**src/rtl/bextdep_issue_ctrl_pkg.sv**
```systemverilog
// Shared defaults and op encoding for the bext/bdep issue controller.
// Widths/latency here must match the largebextdep unit it drives.
package bextdep_issue_ctrl_pkg;

    localparam int XLEN_DEF      = 32;
    localparam int TAG_W_DEF     = 4;
    localparam int LATENCY_DEF   = 2;
    localparam int OUT_DEPTH_DEF = 4;

    typedef enum logic {
        OP_BEXT = 1'b0,
        OP_BDEP = 1'b1
    } op_e;

    // Bits needed to hold a count in 0..n.
    function automatic int cnt_width(input int n);
        return (n < 2) ? 1 : $clog2(n + 1);
    endfunction

endpackage

```
**src/rtl/bextdep_result_fifo.sv**
```systemverilog
// Synchronous result FIFO with occupancy count; depth need not be a power of 2.
// Ports: clk_i/rst_i, push_i+wdata_i, pop_i, rdata_o (head), empty_o, count_o.
module bextdep_result_fifo
    import bextdep_issue_ctrl_pkg::*;
#(
    parameter  int WIDTH = 37,
    parameter  int DEPTH = 4,
    localparam int CNT_W = cnt_width(DEPTH),
    localparam int PTR_W = (DEPTH < 2) ? 1 : $clog2(DEPTH)
) (
    input  logic             clk_i,
    input  logic             rst_i,
    input  logic             push_i,
    input  logic [WIDTH-1:0] wdata_i,
    input  logic             pop_i,
    output logic [WIDTH-1:0] rdata_o,
    output logic             empty_o,
    output logic [CNT_W-1:0] count_o
);

    localparam logic [PTR_W-1:0] LAST = PTR_W'(DEPTH - 1);
    localparam logic [CNT_W-1:0] FULL = CNT_W'(DEPTH);

    logic [WIDTH-1:0] mem_q [DEPTH];
    logic [PTR_W-1:0] wr_q;
    logic [PTR_W-1:0] rd_q;
    logic [CNT_W-1:0] cnt_q;
    logic             full;

    assign full    = (cnt_q == FULL);
    assign empty_o = (cnt_q == '0);
    assign count_o = cnt_q;
    assign rdata_o = mem_q[rd_q];

    always_ff @(posedge clk_i) begin
        if (rst_i) begin
            wr_q  <= '0;
            rd_q  <= '0;
            cnt_q <= '0;
        end else begin
            if (push_i) begin
                mem_q[wr_q] <= wdata_i;
                wr_q        <= (wr_q == LAST) ? '0 : wr_q + 1'b1;
            end
            if (pop_i) begin
                rd_q <= (rd_q == LAST) ? '0 : rd_q + 1'b1;
            end
            unique case ({push_i, pop_i})
                2'b10:   cnt_q <= cnt_q + 1'b1;
                2'b01:   cnt_q <= cnt_q - 1'b1;
                default: cnt_q <= cnt_q;
            endcase
        end
    end

    // Upstream credits must make a push into a full FIFO impossible.
    always_ff @(posedge clk_i) begin
        if (!rst_i && push_i) begin
            assert (!full);
        end
    end

endmodule

```
**src/rtl/bextdep_issue_ctrl.sv**
```systemverilog
// Issue/retire stage in front of the fixed-latency largebextdep unit.
// Ports: req_* in (valid/ready), ex_* to unit, ex_rd back, res_* out (valid/ready).
module bextdep_issue_ctrl
    import bextdep_issue_ctrl_pkg::*;
#(
    parameter int XLEN      = XLEN_DEF,
    parameter int TAG_W     = TAG_W_DEF,
    parameter int LATENCY   = LATENCY_DEF,
    parameter int OUT_DEPTH = OUT_DEPTH_DEF
) (
    input  logic             clock,
    input  logic             reset,
    input  logic             req_valid,
    output logic             req_ready,
    input  logic             req_bdep,
    input  logic [XLEN-1:0]  req_rs1,
    input  logic [XLEN-1:0]  req_rs2,
    input  logic [TAG_W-1:0] req_tag,
    output logic             ex_bdep,
    output logic [XLEN-1:0]  ex_rs1,
    output logic [XLEN-1:0]  ex_rs2,
    input  logic [XLEN-1:0]  ex_rd,
    output logic             res_valid,
    input  logic             res_ready,
    output logic [XLEN-1:0]  res_rd,
    output logic [TAG_W-1:0] res_tag,
    output logic             res_bdep
);

    localparam int CNT_W = cnt_width(OUT_DEPTH);
    localparam int ENT_W = XLEN + TAG_W + 1;
    localparam logic [CNT_W:0] DEPTH_L = (CNT_W + 1)'(OUT_DEPTH);

    logic [LATENCY-1:0] pv_q;
    logic [LATENCY-1:0] pbdep_q;
    logic [TAG_W-1:0]   ptag_q [LATENCY];
    logic [CNT_W-1:0]   inflight_q;
    logic [CNT_W-1:0]   inflight_d;
    logic [CNT_W-1:0]   fifo_cnt;
    logic [CNT_W:0]     used;
    logic               fire;
    logic               retire;
    logic               pop;
    logic               fifo_empty;
    logic [ENT_W-1:0]   fifo_rdata;

    // Credits come only from registered state, so req_ready never
    // depends on res_ready or req_valid in the same cycle.
    assign used      = {1'b0, inflight_q} + {1'b0, fifo_cnt};
    assign req_ready = !reset && (used < DEPTH_L);
    assign fire      = req_valid && req_ready;
    assign retire    = pv_q[LATENCY-1];

    // Idle cycles feed zeros so the unit sees deterministic inputs.
    assign ex_bdep = fire ? req_bdep : OP_BEXT;
    assign ex_rs1  = fire ? req_rs1 : '0;
    assign ex_rs2  = fire ? req_rs2 : '0;

    always_comb begin
        inflight_d = inflight_q;
        if (fire && !retire) begin
            inflight_d = inflight_q + 1'b1;
        end else if (!fire && retire) begin
            inflight_d = inflight_q - 1'b1;
        end
    end

    always_ff @(posedge clock) begin
        if (reset) begin
            pv_q       <= '0;
            pbdep_q    <= '0;
            inflight_q <= '0;
            for (int i = 0; i < LATENCY; i++) begin
                ptag_q[i] <= '0;
            end
        end else begin
            pv_q[0]    <= fire;
            pbdep_q[0] <= req_bdep;
            ptag_q[0]  <= req_tag;
            for (int i = 1; i < LATENCY; i++) begin
                pv_q[i]    <= pv_q[i-1];
                pbdep_q[i] <= pbdep_q[i-1];
                ptag_q[i]  <= ptag_q[i-1];
            end
            inflight_q <= inflight_d;
        end
    end

    assign res_valid = !reset && !fifo_empty;
    assign pop       = res_valid && res_ready;

    assign {res_rd, res_tag, res_bdep} = res_valid ? fifo_rdata : '0;

    bextdep_result_fifo #(
        .WIDTH (ENT_W),
        .DEPTH (OUT_DEPTH)
    ) u_fifo (
        .clk_i   (clock),
        .rst_i   (reset),
        .push_i  (retire),
        .wdata_i ({ex_rd, ptag_q[LATENCY-1], pbdep_q[LATENCY-1]}),
        .pop_i   (pop),
        .rdata_o (fifo_rdata),
        .empty_o (fifo_empty),
        .count_o (fifo_cnt)
    );

endmodule

```
**config.mk**
```make
export PLATFORM = sky130hd
export DESIGN_NAME = bextdep_issue_ctrl
export DESIGN_NICKNAME = d
export VERILOG_FILES = /design/src/rtl/bextdep_issue_ctrl_pkg.sv /design/src/rtl/bextdep_result_fifo.sv /design/src/rtl/bextdep_issue_ctrl.sv
export SDC_FILE = /design/constraint.sdc
export NUM_CORES = 1
export LEC_CHECK = 0
export ABC_CLOCK_PERIOD_IN_PS = 2940
export CAP_MARGIN = 20
export CORE_AREA = 2 2 126 128
export DETAILED_ROUTE_END_ITERATION = 8
export DIE_AREA = 0 0 128 130
export PLACE_DENSITY = 0.78
export SLEW_MARGIN = 20
export SYNTH_ARGS = -nofsm -noshare
export SYNTH_HDL_FRONTEND = slang
export SYNTH_SLANG_ARGS = --single-unit
export TNS_END_PERCENT = 30
```
**constraint.sdc**
```tcl
create_clock -name clock -period 2.94 [get_ports clock]
set_input_delay 0.588 -clock clock [delete_from_list [all_inputs] [get_ports clock]]
set_output_delay 0.588 -clock clock [all_outputs]
set_load 0.005 [all_outputs]
```
==> run_results.csv, run 1 <==
group,metric,value,unit
run_status,status,"complete, but fails checks",
run_status,violations,"negative setup slack",
sta,finalHoldViolCount,0,
yosys,netlist_area,7023,sq um
cells_and_area,final_nets,758,
sta,whs,437.5,ps
sta,slew_headroom,0.6718,
setup_path,r2r_cells,12,
yosys,synthesis.nets,517,
die,dieHeight,130,um
sta,maxSlewViolCount,0,
setup_path,crit_type,"in2out",
die,start_util,0.4553,
setup_path,required,2350,ps
power_and_ir_drop,p_per_area,561.6,nW/um^2
cells_and_area,instances_no_fill,855,
die,rows,46,
sta,rsz0062_at_grt,"true",
clock_network,clockBufferDepth,2,
global_route,grt_pass1_wl,24.83,mm
yosys,seq_area_frac_synth,0.7012,
cells_and_area,final_common_cell,"edfxtp_1",
setup_path,worstPathArrival,2520,ps
clock_network,clk_latency,410,ps
global_route,grt_usage,0.2076,
route,drt_wl_total,17.89,mm
route,antenna_left,0,
yosys,syn_inst,401,
route,drt_pass1_iterations,4,
sta,fin_crit,3109,ps
setup_path,cp_max_fo,7,
placed_design,portBuffers,208,
setup_path,slowest_stage,"clkdlybuf4s50_1",
clock_network,h-tree-depth,4,
power_and_ir_drop,p_leak,3.703,nW
clock_network,root_buffer,"clkbuf_16",
setup_path,rrSetupSlack,20,ps
placed_design,dp_cells,795,
cells_and_area,fillerInstances,1037,
run,max-cap-violations,0,
route,routedWlPerCell,20.92,um
min_path,worstHoldStart,"pbdep_q[0]",
setup_path,path_cells,"clkdlybuf4s50_1 > or4_4 > a311oi_4 > buf_6 > buf_6 > buf_6 > clkbuf_16 > and2_4 > buf_6",
global_route,gr-total-overflow,0,
clock_network,hold_buffers,0,
clock_network,cts_tree,"done",
yosys,synth.avg_cell_area,17.51,sq um
power_and_ir_drop,ir_drop,430.7,uV
clock_network,numCtsBuffers,17,
die,pin_count,209,
setup_path,critPathCaptureType,"output port",
sta,setup_violations,62,
die,die_area,16640,sq um
sta,worstMarginPinSlew,488.6,ps
yosys,yosys_warnings,0,
clock_network,cts.sinks,172,
clock_network,clk_pin_slew_worst_paths,70,ps
sta,fin_worst_skew,7.241,ps
placed_design,detailed_place_hpwl,11.32,mm
global_route,grt_max_degree,67,
sta,max_freq,321.6,MHz
setup_path,worstSetupStartpointType,"primary input",
route,drt_iter0_markers,221,
setup_path,crit_top_cell,"buf_6",
die,core-area,15420,sq um
setup_path,r2r_end,"inflight_q[2]",
setup_path,startpoint,"reset",
setup_path,crit_end,"ex_rs2[27]",
setup_path,cp_slowest_stage_delay,450,ps
global_route,antenna_found_initial,8,
yosys,yosysUniqueCellTypes,25,
sta,final.period_utilization,1.058,
cells_and_area,area.growth.synth_to_final,46.04,%
cells_and_area,layout_common_cells,"edfxtp_1 (148), clkdlybuf4s50_1 (142), and2_1 (80)",
placed_design,gp_congestion,0.9020,
cells_and_area,drive_above_1_share,0.3191,
global_route,grt_pass1_vias,4614,
route,viasPerCell,5.213,
route,route.detailed.drc,0,
power_and_ir_drop,power,5.760,mW
sta,fin_ws,-169.1,ps
route,vias,4457,
setup_path,rr_startpoint,"inflight_q[2]",
die,die-width,128,um
placed_design,dp_slack,-435.6,ps
min_path,hp-class,"reg2reg",
yosys,synth_seq_cells,172,
[flip-flops by register name, summed over array words and instances, names as in the netlist, named ones only]
signal          flops
u_fifo.count_o      3
inflight_q          3
u_fifo.wr_q         2
ptag_q              8
pbdep_q             2
pv_q                2
u_fifo.rd_q         2
u_fifo.mem_q      148
[worst min path at each step]
stage,endpoint,depth (start not counted),slack [ps]
after floorplan,pbdep_q[1],1,410
after global placement,ptag_q[0][6],1,420
after detailed placement,pbdep_q[1],1,430
after CTS,pbdep_q[1],1,440
after global routing,ptag_q[0][6],1,460
final,pbdep_q[1],1,440
[kinds of logic (layout without fill, tap and decap cells)]
| group | after synthesis | count (layout) | synth area share |
|---|---|---|---|
| compound gates | 9 | 9 | 0.008552 |
| xor+xnor | 4 | 4 | 0.004988 |
| fa+ha+maj | 11 | 11 | 0.02174 |
| buf+inv | 29 | 283 | 0.02120 |
| flops | 172 | 172 | 0.7012 |
| mux | 41 | 41 | 0.1247 |
| other cells | 0 | 8 | 0 |
| simple gates | 135 | 135 | 0.1176 |
[through the flow]
step                      TNS [ps]  utilization  cell area (sq um)
after floorplan                  0            -               7023
after detailed placement    -25640       0.6133               9460
after global placement      -25600       0.6133               9460
after global routing         -9307       0.6649              10260
after CTS                   -18830       0.6536              10080
final                        -5616       0.6649              10260
[layer usage]
metal	share of wire	vias to the layer above	track usage
met5	0	-	0
met4	0.036	0	0.1047
met3	0.057	29	0.05863
met2	0.56	194	0.3756
met1	0.35	2244	0.2239
li1	-	1990	-
[layout make-up]
| class | instances | area (sq um) | area share |
|---|---|---|---|
| diodes | 8 | 20.02 | 0.001952 |
| clock buffers | 17 | 425.4 | 0.04148 |
| clock inverters | 15 | 186.4 | 0.01818 |
| inverters | 8 | 30.03 | 0.002928 |
| multi-input cells | 200 | 2064 | 0.2013 |
| flip-flops and latches | 172 | 4936 | 0.4813 |
| well taps | 192 | 240.2 | 0.02342 |
| repair buffers | 243 | 2354 | 0.2295 |
[synth_stat cells (all sizes together)]
cell type / instances / area (sq um)
mux4: 37 / 833.3
mux2i: 2 / 20.02
or3: 2 / 12.51
dfxtp: 24 / 480.5
edfxtp: 148 / 4444
buf: 10 / 77.57
inv: 8 / 30.03
xor2: 4 / 35.03
a311oi: 2 / 23.77
fa: 2 / 40.04
mux2: 2 / 22.52
and2: 106 / 663.1
or4: 1 / 11.26
nor3b: 2 / 15.01
a31oi: 1 / 6.260
nor2: 10 / 37.54
nor2b: 13 / 81.33
nor3: 1 / 5.000
clkbuf: 11 / 41.29
o21ai: 2 / 10.01
ha: 9 / 112.6
a21oi: 4 / 20.02
[power breakdown]
| part | internal, mW | switching [mW] |
|---|---|---|
| Sequential | 2.69 | 0.0302 |
| Combinational | 0.481 | 0.286 |
| Clock | 1.35 | 0.922 |
| Total | 4.52 | 1.24 |
[critical path, delay by kind of cell]
| kind | cells | cell delay (ps) |
|---|---|---|
| simple gates | 2 | 590 |
| buf+inv | 6 | 1060 |
| compound gates | 1 | 280 |
[what timing repair did]
item                                    CTS  global route
endpoints found under the setup margin   77            73
buffers inserted                          0            14
gates resized for setup                  56           210
gates cloned                              0             6
pin swaps                                 2            13
Note: power is estimated with default switching activity, not from simulation.
==> run 2: changes to the inputs <==
Settings changed: REMOVE_ABC_BUFFERS from default to 1.
==> run 2 against run 1 <==
- highest routed layer unchanged
- largest cell class unchanged
- die area did not move
- clock-buffer cell count rose by 1
- the run still ends with negative setup slack left
- design area rose by 0.27%
==> run_results.csv, run 2 (synthesis gave the netlist of run 1 again) <==
group,metric,value,unit
sta,max_freq,317.2,MHz
die,rows,46,
setup_path,required,2350,ps
power_and_ir_drop,p_leak,3.743,nW
setup_path,worstSetupStartpointType,"flop",
route,route.detailed.drc,0,
setup_path,path_cells,"ha_2 > or4_4 > a311oi_4 > buf_6 > buf_12 > clkbuf_16 > buf_6 > buf_6 > and2_4 > clkbuf_2",
power_and_ir_drop,ir_drop,429.9,uV
run_status,status,"complete, but fails checks",
power_and_ir_drop,p_per_area,556.7,nW/um^2
clock_network,clockBufferDepth,2,
sta,fin_ws,-212.7,ps
setup_path,cp_max_fo,5,
cells_and_area,layout_common_cells,"edfxtp_1 (148), clkdlybuf4s50_1 (138), and2_1 (83)",
min_path,hp-class,"reg2reg",
cells_and_area,largest_reg_flops,148,
cells_and_area,fin_util,0.6667,
die,pin_count,209,
setup_path,cp_slowest_stage_delay,550,ps
route,vias,4315,
global_route,gr-total-overflow,0,
die,dieHeight,130,um
run_status,violations,"negative setup slack",
route,antenna_left,0,
global_route,grt_usage,0.1886,
route,viasPerCell,5.082,
setup_path,crit_family,"buffers and inverters",
global_route,grt_pass1_wl,23.15,mm
setup_path,slowest_stage,"or4_4",
clock_network,numCtsBuffers,17,
die,core-area,15420,sq um
global_route,antenna_found_initial,0,
setup_path,critPathCaptureType,"output port",
clock_network,root_buffer,"clkbuf_16",
sta,worstMarginPinSlew,367.5,ps
route,drt_iter0_markers,229,
sta,finalHoldViolCount,0,
cells_and_area,area.growth.synth_to_final,46.43,%
cells_and_area,drive_above_1_share,0.2907,
sta,rsz0062_at_grt,"true",
placed_design,detailed_place_hpwl,10.13,mm
setup_path,crit_top_cell,"buf_6",
cells_and_area,top_regs,"u_fifo.mem_q: 148 flops, ptag_q: 8 flops",
setup_path,crit_buf_inv,6,
sta,slew_headroom,0.7550,
cells_and_area,largest_register,"u_fifo.mem_q",
clock_network,clk_latency,420,ps
setup_path,crit_type,"reg2out",
placed_design,place_area,9460,sq um
sta,fin_crit,3153,ps
die,die_area,16640,sq um
clock_network,cts.sinks,172,
sta,final.period_utilization,1.072,
sta,fin_worst_skew,4.104,ps
cells_and_area,final_common_cell,"edfxtp_1",
sta,maxSlewViolCount,0,
route,drt_pass1_iterations,4,
cells_and_area,finalInstanceArea,10280,sq um
placed_design,portBuffers,208,
global_route,grt_max_degree,67,
setup_path,worstPathArrival,2560,ps
route,routedWlPerCell,18.83,um
clock_network,h-tree-depth,4,
die,die-width,128,um
route,drt_wl_total,15.98,mm
die,start_util,0.4553,
sta,setup_violations,64,
placed_design,gp_congestion,0.8145,
cells_and_area,final_nets,760,
setup_path,startpoint,"u_fifo.count_o[2]",
global_route,grt_pass1_vias,4531,
setup_path,rr_startpoint,"u_fifo.count_o[2]",
clock_network,cts_tree,"done",
min_path,worstHoldStart,"pv_q[0]",
run,max-cap-violations,0,
clock_network,clk_pin_slew_worst_paths,60,ps
cells_and_area,diodes,0,
[run 2: area by class of cell]
class	instances	area (sq um)
Tap cell	192	240.2
Multi-Input combinational cell	200	2018
Fill cell	1040	5141
Inverter	8	30.03
Clock inverter	14	175.2
Timing Repair Buffer	245	2460
Clock buffer	18	429.2
Sequential cell	172	4931
[run 2: worst paths after layout]
check	end	slack [ps]	cells past startpoint
max	ex_rs1[14]	-210	10
min	pv_q[1]	440	1
max reg2reg	inflight_q[2]	-20	11
min reg2reg	pv_q[1]	440	1
[run 2: what timing repair did]
| item | 4_1_cts | 5_1_grt |
|---|---|---|
| buffers inserted | 0 | 17 |
| cloned | 0 | 5 |
| endpoints found under the setup margin | 68 | 86 |
| endpoints found under the hold margin | 0 | 0 |
| hold buffers | 0 | 0 |
| pin swaps | 2 | 20 |
| resized for setup | 53 | 176 |
[run 2: stage by stage]
| step | setup WS, ps | cells | TNS [ps] | power [mW] | hold WS, ps |
|---|---|---|---|---|---|
| 2_1_floorplan | -1003 | 380 | -33490 | 3.017 | 413.8 |
| 3_3_place_gp | -404.5 | 795 | -24330 | 3.424 | 420.9 |
| 3_5_place_dp | -449.4 | 795 | -26280 | 3.442 | 424.2 |
| 4_1_cts | -458.4 | 827 | -18490 | 5.689 | 438.3 |
| 5_1_grt | -292.3 | 849 | -12270 | 5.931 | 464.3 |
| 6_report | -212.7 | 849 | -6640 | 5.725 | 435.3 |
[run 2: metal layers]
metal | track usage | share of wire
met1 | 0.1931 | 0.35
met2 | 0.3523 | 0.56
met3 | 0.07134 | 0.072
met4 | 0.06852 | 0.017
met5 | 0 | 0
[run 2: power breakdown]
part           internal (mW)  switching [mW]
registers               2.69          0.0305
clock network           1.40           0.861
logic                  0.474           0.267
